===== config.mk =====
export PLATFORM = sky130hd
export DESIGN_NAME = prog_loader
export DESIGN_NICKNAME = d
export VERILOG_FILES = /design/src/rtl/prog_loader.sv
export SDC_FILE = /design/constraint.sdc
export NUM_CORES = 1
export LEC_CHECK = 0
export CORE_AREA = 2 2 64 96
export DETAILED_ROUTE_END_ITERATION = 6
export DIE_AREA = 0 0 66 98
export GPL_ROUTABILITY_DRIVEN = 0
export PLACE_DENSITY = 0.82
export SLEW_MARGIN = 30
export SYNTH_ARGS = -nofsm -noshare
export SYNTH_HDL_FRONTEND = slang
export SYNTH_SLANG_ARGS = --single-unit

===== constraint.sdc =====
create_clock -name clk -period 1.6 [get_ports clk]
set_input_delay 0.32 -clock clk [delete_from_list [all_inputs] [get_ports clk]]
set_output_delay 0.32 -clock clk [all_outputs]
set_load 0.01 [all_outputs]

===== src/rtl/prog_loader.sv =====
// Program loader: streams instruction words into instruction memory, then
// releases the core from reset and waits for its eof before allowing a reload.
module prog_loader #(
    parameter int ADDR_W = 6,
    parameter int DATA_W = 32
) (
    input  logic              clk,
    input  logic              rst,
    input  logic              start,
    input  logic              s_valid,
    output logic              s_ready,
    input  logic [DATA_W-1:0] s_data,
    input  logic              s_last,
    output logic              mem_we,
    output logic [ADDR_W-1:0] mem_addr,
    output logic [DATA_W-1:0] mem_wdata,
    output logic [ADDR_W-1:0] no_instruct,
    output logic              core_rst,
    input  logic              eof,
    output logic              busy,
    output logic              done,
    output logic              err
);

    // Handshake: a beat transfers on a rising edge where s_valid && s_ready;
    // the source holds s_data/s_last stable and keeps s_valid high until then.
    typedef enum logic [2:0] {IDLE, LOAD, FLUSH, RUN, DONE} state_t;

    localparam logic [ADDR_W-1:0] CNT_MAX = '1;

    state_t              state_q, state_d;
    logic [ADDR_W-1:0]   count_q, count_d;
    logic [ADDR_W-1:0]   mem_addr_q, mem_addr_d;
    logic [DATA_W-1:0]   mem_wdata_q, mem_wdata_d;
    logic                mem_we_q, mem_we_d;
    logic                s_ready_q, s_ready_d;
    logic                core_rst_q, core_rst_d;
    logic                busy_q, busy_d;
    logic                done_q, done_d;
    logic                err_q, err_d;
    logic                accept;

    assign accept = s_valid && s_ready_q;

    always_comb begin
        state_d     = state_q;
        count_d     = count_q;
        err_d       = err_q;
        mem_we_d    = 1'b0;
        mem_addr_d  = mem_addr_q;
        mem_wdata_d = mem_wdata_q;

        case (state_q)
            IDLE, DONE: begin
                if (start) begin
                    state_d = LOAD;
                    count_d = '0;
                    err_d   = 1'b0;
                end
            end
            LOAD: begin
                if (accept) begin
                    // A full memory drops the beat and aborts the load.
                    if (count_q == CNT_MAX) begin
                        err_d   = 1'b1;
                        state_d = IDLE;
                    end else begin
                        mem_we_d    = 1'b1;
                        mem_addr_d  = count_q;
                        mem_wdata_d = s_data;
                        count_d     = count_q + 1'b1;
                        if (s_last) begin
                            state_d = FLUSH;
                        end
                    end
                end
            end
            FLUSH:   state_d = RUN;
            RUN: begin
                if (eof) begin
                    state_d = DONE;
                end
            end
            default: state_d = IDLE;
        endcase

        // Outputs are registered copies of what the next state implies.
        s_ready_d  = (state_d == LOAD);
        busy_d     = (state_d == LOAD) || (state_d == FLUSH) || (state_d == RUN);
        done_d     = (state_d == DONE);
        core_rst_d = (state_d != RUN);
    end

    always_ff @(posedge clk or negedge rst) begin
        if (!rst) begin
            state_q     <= IDLE;
            count_q     <= '0;
            mem_addr_q  <= '0;
            mem_wdata_q <= '0;
            mem_we_q    <= 1'b0;
            s_ready_q   <= 1'b0;
            core_rst_q  <= 1'b1;
            busy_q      <= 1'b0;
            done_q      <= 1'b0;
            err_q       <= 1'b0;
        end else begin
            state_q     <= state_d;
            count_q     <= count_d;
            mem_addr_q  <= mem_addr_d;
            mem_wdata_q <= mem_wdata_d;
            mem_we_q    <= mem_we_d;
            s_ready_q   <= s_ready_d;
            core_rst_q  <= core_rst_d;
            busy_q      <= busy_d;
            done_q      <= done_d;
            err_q       <= err_d;
        end
    end

    assign s_ready     = s_ready_q;
    assign mem_we      = mem_we_q;
    assign mem_addr    = mem_addr_q;
    assign mem_wdata   = mem_wdata_q;
    assign no_instruct = count_q;
    assign core_rst    = core_rst_q;
    assign busy        = busy_q;
    assign done        = done_q;
    assign err         = err_q;

endmodule


## Yosys cells after proc, flatten, opt, wreduce, memory -nomap -nowiden

Index checks and enable logic that the tools add are counted.

- Flip-flop bits (word level): 53
- Input bits: 38
- Output and inout bits: 50
- Logic and storage cells: 52

- $add $sub $neg: 1
- Equality and inequality tests: 14
- Muxes and demuxes: 17
- Bitwise logic cells: 1
- Reduce and logical (&&, ||, !) cells: 9

Operators with widths:

| cell | number |
|---|---|
| 6-bit 2-to-1 mux | 3 |
| 3-bit 2-to-1 mux | 5 |
| 3-bit by 2-bit == test with 1-bit output (second input constant) | 4 |
| 3-bit one-hot mux with 4 select lines | 1 |
| 6-bit one-hot mux with 2 select lines | 1 |
| 2-bit != test (second input constant) | 4 |
| 4-bit AND reduction | 2 |
| 6-bit by 1-bit adder with 6-bit output (second input constant) | 1 |
| 3-bit by 1-bit == test with 1-bit output (second input constant) | 2 |
| 3-bit == test (second input constant) | 2 |
| 6-bit == test (second input constant) | 1 |
| 1-bit 2-to-1 mux | 6 |
| 3-bit zero test | 1 |
| 3-bit by 2-bit != test with 1-bit output (second input constant) | 1 |
| 3-bit AND reduction | 1 |
| 1-bit logical OR | 2 |
| 1-bit one-hot mux with 2 select lines | 1 |
| 2-bit nonzero test | 1 |
| 2-bit OR reduction | 1 |
| 1-bit logical AND | 1 |
| 1-bit NOT | 1 |

## Logic depth before layout (Yosys ltp)

Gate-level depths: netlist (run 1).

- Depth in word-level cells: 7
- Gate-level depth with buffers: 7
- Mapped depth without buffers: 5

## Worst setup path before layout (run 1)

OpenSTA, ideal clock, no wires.

- Path kind: flip-flop to flip-flop
- Start point: reg count_q[0], in the netlist no_instruct[0]
- End point: reg mem_addr_q[0], in the netlist mem_addr[0]
- Setup time: 0.125 ns
- Arrival: 1.522 ns
- Required time: 1.475 ns
- Setup slack: -0.047 ns
- Stages on the path, launching flop included: 7
- Buffers on the path: 2
- Period minus slack after synthesis: 1.647 ns
- Path through: dfrtp_1 ha_1 nand2_1 o211ai_2 buf_6 buf_6 mux2_2

- Word-level cells in the longest chain between the ends: 3

RTL lines:

| element | line | RTL |
|---|---|---|
| start: declaration | 32 | `logic [ADDR_W-1:0] count_q, count_d;` |
| start signal: assignment | 108 | `count_q <= count_d;` |
| 6-bit == test | 64 | `if (count_q == CNT_MAX) begin` |
| 1-bit NOT (no line) | -- |  |
| 3-bit AND reduction (no line) | -- |  |
| end signal: assignment | 109 | `mem_addr_q <= mem_addr_d;` |
| end: declaration | 33 | `logic [ADDR_W-1:0] mem_addr_q, mem_addr_d;` |

Several ways; a longest one is shown, not always the timed one.
A chain may end at the register's enable or synchronous reset.

## Final worst setup path (run 1)

- Start point: reg count_q[0], in the netlist no_instruct[0]
- End point: reg mem_wdata_q[24], in the netlist mem_wdata[24]

- Word-level cells in the longest chain between the ends: 3

RTL lines:

| element | line | RTL |
|---|---|---|
| 6-bit == test | 64 |  |
| 1-bit NOT (no line) | -- |  |
| 3-bit AND reduction (no line) | -- |  |
| end signal: assignment | 110 | `mem_wdata_q <= mem_wdata_d;` |
| end: declaration | 34 | `logic [DATA_W-1:0] mem_wdata_q, mem_wdata_d;` |

No other way between the ends.

==> summary.txt, run 1 <==
Synthesized area: 2091 um^2
CP max stage delay: 390 ps
WS Path Type: register to register
Vias per cell: 4.793
CP max-delay cell: dfrtp_2
Clk sinks: 53
PwrDens: 1729 nW/um^2
Hold WC Path Type: input port to asynchronous set/reset pin
Final hold violations: 0
Post-synthesis simple-gate area fraction: 6.403%
FMAX: 0.6380 GHz
Share of cells above drive strength 1: 27.78%
Layout area overhead: 58.59%
Clock Tree Buf Depth: 2
Final Skew: 2.865 ps
Adder-Cell Fraction of Synth Area: 0.5984%
RSZ-0062 raised after global routing: true
Worst path bufs/invs: 1
Die area: 6468 um^2
Die Y: 98 um
Worst vdd ir: 0.001101 V
Initial antenna violation count: 0
Placed Instance Area: 3159 um^2
Antenna Cells: 0
Crit Path Max Fanout: 20
Compound-Gate Fraction of Synth Area: 7.121%
Remaining DRCs: 0
Clock latency on the worst-skew pair: 290 ps
Largest family of logic cells by synthesized area: multiplexers
Die width: 66 um
Final period utilization: 97.96%
Non-Filler Instances: 324
EDFF count, synth: 0
Min Tclk post-route: 1567 ps
CTS tree: done
Commonest cells post-synth: dfrtp_1, mux2_2, nand2_1, nand3_1
Synthesized Nets: 184
Root Driver: clkbuf_8
Synth area leaders: dfrtp_1, mux2_2, buf_6
Vias in the first global route: 1,556
Post-DRT Antenna Nets: 0
Layout Utilization: 58.17%
Cells after DPL: 315
CP delay by family, top: flip-flops
Total power draw: 5.733 mW
Yosys top cell area share: 62.24%
Slew Viols, Final: 0
Top FF cell, synth: dfrtp_1
Mean Syn Cell Area: 14.42 um^2
Sequential fraction of the synthesis area: 63.49%
Largest net degree at the start of global routing: 38
Least-Margin Pin Slew: 390.2 ps
Crit path capture type: register
Max_cap viols: 0
Post-synthesis xor/xnor area fraction: 0%
Most common cell in the netlist: dfrtp_1
HPWL after detailed placement: 3367 um
Detailed Routing Iterations Pass 1: 4
Core area: 5700 um^2
DRT iter0 DRCs: 76
Mux share of post-synthesis cell area: 19.39%
CP Data Required Time: 1790 ps
Avg WL per Cell: 13.47 um
Final WL: 4365 um
Worst setup SP type: register
Post-Synthesis Cells: 145
Nets: 290
Lkg Pwr: 1.478 nW
Post-route design area: 3316 um^2
Final setup viols: 0
Total GRT Usage: 14.36%
YS warnings: 0
Slew HR: 73.99%
H-tree levels: 2
CTS buffer count: 5
Initial Util: 36.68%
Yosys top cell by area: dfrtp_1
Routed vias: 1,553
Setup Fix Bufs, Post-CTS: 0
Post-synth ARST share: 100.0%
Io pins: 88
Yosys reg bits: 53
Port bufs: 87
Clock transition at path regs: 90 ps
Netlist cell types: 26
First-pass GRT wire length: 7265 um
CP arrival: 1750 ps
Total gr overflow: 0
Critical path cell sequence: ha_4 -> nand2_4 -> o211ai_4 -> buf_12 -> mux2_2
Status: complete, no violations
Cell Rows: 34
==> per-layer routing <==
| layer | track usage [%] | up-vias | wire (um) |
|---|---|---|---|
| met3 | 4.147 | 7 | 280 |
| met5 | 0 | - | 0 |
| met1 | 16.57 | 753 | 1746 |
| met2 | 25.02 | 59 | 2254 |
| met4 | 4.867 | 0 | 85 |
| li1 | - | 734 | - |
==> logic make-up after synthesis <==
family                     Yosys count
DFF                                 53
muxes                               36
adders and majority gates            1
and+or+nand+nor                     24
AOI/OAI and AO/OA                   21
buffers and inverters               10
==> registers in the layout (all words and copies together) (netlist names) <==
register / cells
core_rst: 1
mem_wdata: 32
busy: 1
s_ready: 1
state_q: 3
done: 1
no_instruct: 6
mem_we: 1
mem_addr: 6
err: 1
==> layout by cell type, fill, tap and decap left out, types with 3 or more instances in the layout <==
cell,instances
clkbuf_8,5
inv_1,5
nand2_1,5
and2_1,3
clkdlybuf4s50_1,79
mux2_2,34
dfrtp_1,50
nand3_1,5
a21oi_1,5
nor2_1,3
o21ai_0,5
buf_4,12
dlygate4sd2_1,7
==> area by class of cell <==
cell class | count | area [um^2]
clock buffer | 6 | 72.57
fill | 496 | 2385
multi-input combinational | 82 | 742.0
timing repair buffer | 104 | 1023
clock inverter | 2 | 38.79
tap | 72 | 90.09
sequential | 53 | 1330
inverter | 5 | 18.77
==> metrics by stage <==
step	TNS (ps)	hold WS [ps]	setup slack (ps)
after detailed placement	-6014	267.3	-209.8
after CTS	0	489.2	0.8622
final	0	491.6	32.70
after global routing	-423.5	503.5	-28.84
after floorplan	0	24.41	8.962
after global placement	-4786	265.9	-176.3
==> repair_timing <==
action,in CTS,in global routing
endpoints found under the setup margin,23,39
hold buffers,1,0
endpoints found under the hold margin,16,0
pin swaps,0,1
resized for setup,12,5
cloned,0,0
==> power breakdown <==
group / total [mW] / switching (mW) / internal [mW] / leakage (nW)
Combinational: 2.68 / 0.985 / 1.69 / 0.773
Clock: 0.879 / 0.409 / 0.470 / 0.0554
Sequential: 2.18 / 0.273 / 1.90 / 0.650
==> path summary, 6_finish.rpt <==
check,from,depth (start not counted),to,slack (ps)
setup / recovery,no_instruct[0]$_DFFE_PN0P_,5,mem_wdata[24]$_DFFE_PN0P_,30
hold / removal,rst,2,mem_wdata[21]$_DFFE_PN0P_,490
hold reg to reg,mem_wdata[1]$_DFFE_PN0P_,1,mem_wdata[1]$_DFFE_PN0P_,510
setup reg to reg,no_instruct[0]$_DFFE_PN0P_,5,mem_wdata[24]$_DFFE_PN0P_,30
max in group asynchronous,rst,3,core_rst$_DFF_PN1_,520
min in group clk,mem_wdata[1]$_DFFE_PN0P_,1,mem_wdata[1]$_DFFE_PN0P_,510
No activity file was read; power rests on OpenSTA's default activity.
==> run 2: changes to the inputs <==
--- a/config.mk
+++ b/config.mk
@@ -10,6 +10,7 @@
 export DIE_AREA = 0 0 66 98
 export GPL_ROUTABILITY_DRIVEN = 0
 export PLACE_DENSITY = 0.82
+export SKIP_CTS_REPAIR_TIMING = 1
 export SLEW_MARGIN = 30
 export SYNTH_ARGS = -nofsm -noshare
 export SYNTH_HDL_FRONTEND = slang
==> constraint.sdc (replaced) <==
create_clock -name clk -period 1.6 [get_ports clk]
set_input_delay 0.32 -clock clk [delete_from_list [all_inputs] [get_ports clk]]
set_output_delay 0.32 -clock clk [all_outputs]
set_load 0.05 [all_outputs]
==> run 2 against run 1 <==
Effect of this change:
- via count is 1.4% lower
- count of clock-buffer cells in the layout down 1
- critical endpoint is now mem_wdata[31]$_DFFE_PN0P_
- final area down 0.98%
- global-route usage up 0.54 points
- largest cell class unchanged
==> summary.txt, run 2 (synthesis results as in run 1) <==
Avg WL per Cell: 14.01 um (+4.0%)
CP max-delay cell: dfrtp_2
WS Path Type: register to register
DRT met1 WL: 1718 um (-1.6%)
Post-DRT Antenna Nets: 0 (unchanged)
Post-route design area: 3283 um^2 (-0.98%)
Worst vdd ir: 0.0008722 V (-21%)
Routed vias: 1,532 (-1.4%)
Met2 wire length: 2368 um (+5.1%)
Clock latency on the worst-skew pair: 300 ps (about the same)
Crit path capture type: register
Commonest cells after routing, fill and taps aside: buf_4, dfrtp_1, clkdlybuf4s50_1, mux2_2, buf_12
Slew HR: 79.51% (+5.5 points)
Nets: 289 (-0.34%)
Lkg Pwr: 1.519 nW (+2.8%)
RSZ-0062 raised after global routing: true
Final WL: 4510 um (+3.3%)
DRT iter0 DRCs: 50 (-34%)
Dpl ws: -216.2 ps (-6.325 ps)
CTS tree: done
Hold WC Path Type: input port to asynchronous set/reset pin
Clock Tree Buf Depth: 2 (unchanged)
CP max stage delay: 400 ps (about the same)
Clock transition at path regs: 90 ps (about the same)
Remaining DRCs: 0 (unchanged)
Reg area: 1336 um^2 (+0.47%)
Share of cells above drive strength 1: 50.00% (+22 points)
FMAX: 0.6311 GHz (-1.1%)
Vias in the first global route: 1,632 (+4.9%)
Initial Util: 36.68% (unchanged)
Top Layer Used: met4
Non-Filler Instances: 322 (-0.62%)
Die width: 66 um (unchanged)
Min Tclk post-route: 1585 ps (+17.30 ps)
Layout area overhead: 57.03%
Layout Utilization: 57.59% (-0.57 points)
Least-Margin Pin Slew: 307.3 ps (-82.90 ps)
Placed Instance Area: 3148 um^2 (-0.36%)
Total gr overflow: 0 (unchanged)
Total GRT Usage: 14.90% (+0.54 points)
CTS buffer count: 5 (unchanged)
Final Skew: 7.192 ps (+4.328 ps)
Footprint of the multi-input gates: 745.7 um^2 (+0.51%)
Antenna Cells: 0 (unchanged)
Initial antenna violation count: 0 (unchanged)
Die Y: 98 um (unchanged)
Port bufs: 87 (unchanged)
Final hold violations: 0 (unchanged)
Cells after DPL: 313 (-0.63%)
CP delay by family, top: flip-flops
HPWL after detailed placement: 3391 um (+0.71%)
Final period utilization: 99.04% (+1.1 points)
Hold Slack: 432.1 ps (-59.54 ps)
Commonest non-fill, non-tap cell in the layout: buf_4
First-pass GRT wire length: 7548 um (+3.9%)
Slew Viols, Final: 0 (unchanged)
CP arrival: 1770 ps (+20 ps)
Crit Path Max Fanout: 39 (+95%)
Largest net degree at the start of global routing: 42 (+11%)
Fillers: 486 (-2.0%)
Io pins: 88 (unchanged)
Critical path cell sequence: ha_4 -> nand2_4 -> o211ai_4 -> buf_12 -> mux2_2
Cell Rows: 34 (unchanged)
Met3 wire len: 357 um (+28%)
Die area: 6468 um^2 (unchanged)
Final setup viols: 0 (unchanged)
Worst path bufs/invs: 1 (unchanged)
Max reg flops: 32 (unchanged)
PwrDens: 2215 nW/um^2 (+28%)
Root Driver: clkbuf_8
Max_cap viols: 0 (unchanged)
Final worst slack: 15.40 ps (-17.30 ps)
H-tree levels: 2 (unchanged)
Vias per cell: 4.758 (-0.74%)
Worst setup SP type: register
CP Data Required Time: 1780 ps (about the same)
Detailed Routing Iterations Pass 1: 3 (-1)
Clk sinks: 53 (unchanged)
Status: complete, no violations
Core area: 5700 um^2 (unchanged)
-- run 2: layer usage --
layer | GRT usage [%] | vias to the layer above
li1 | - | 722
met3 | 4.263 | 5
met5 | 0 | -
met2 | 25.64 | 55
met4 | 5.024 | 0
met1 | 17.55 | 750
-- run 2: where the power goes --
group	total (mW)	internal [mW]	switching, mW
Sequential	2.20	1.91	0.294
Clock	0.868	0.455	0.413
Combinational	4.20	1.57	2.63
-- run 2: per-stage QoR --
step | setup TNS [ps] | power (mW)
3_5_place_dp | -6858 | 6.459
5_1_grt | -1672 | 7.633
3_3_place_gp | -6237 | 6.354
2_1_floorplan | -3197 | 5.038
6_report | 0 | 7.272
4_1_cts | -1145 | 7.345
-- run 2: final timing paths --
check / slack (ps) / startpoint / cells after the start / to
max: 20 / no_instruct[1]$_DFFE_PN0P_ / 5 / mem_wdata[31]$_DFFE_PN0P_
min: 430 / rst / 2 / mem_wdata[23]$_DFFE_PN0P_
max reg2reg: 20 / no_instruct[1]$_DFFE_PN0P_ / 5 / mem_wdata[31]$_DFFE_PN0P_
min reg2reg: 500 / mem_addr[4]$_DFFE_PN0P_ / 1 / mem_addr[4]$_DFFE_PN0P_
max in group asynchronous: 600 / rst / 3 / core_rst$_DFF_PN1_
min in group clk: 500 / mem_addr[4]$_DFFE_PN0P_ / 1 / mem_addr[4]$_DFFE_PN0P_
-- run 2: final cells by class --
class	count	area share, %
multi-input cells	82	22.71
clock buffers	5	2.096
flip-flops and latches	53	40.70
inverters	5	0.5716
well taps	72	2.744
clock inverters	2	1.067
repair buffers	103	30.11
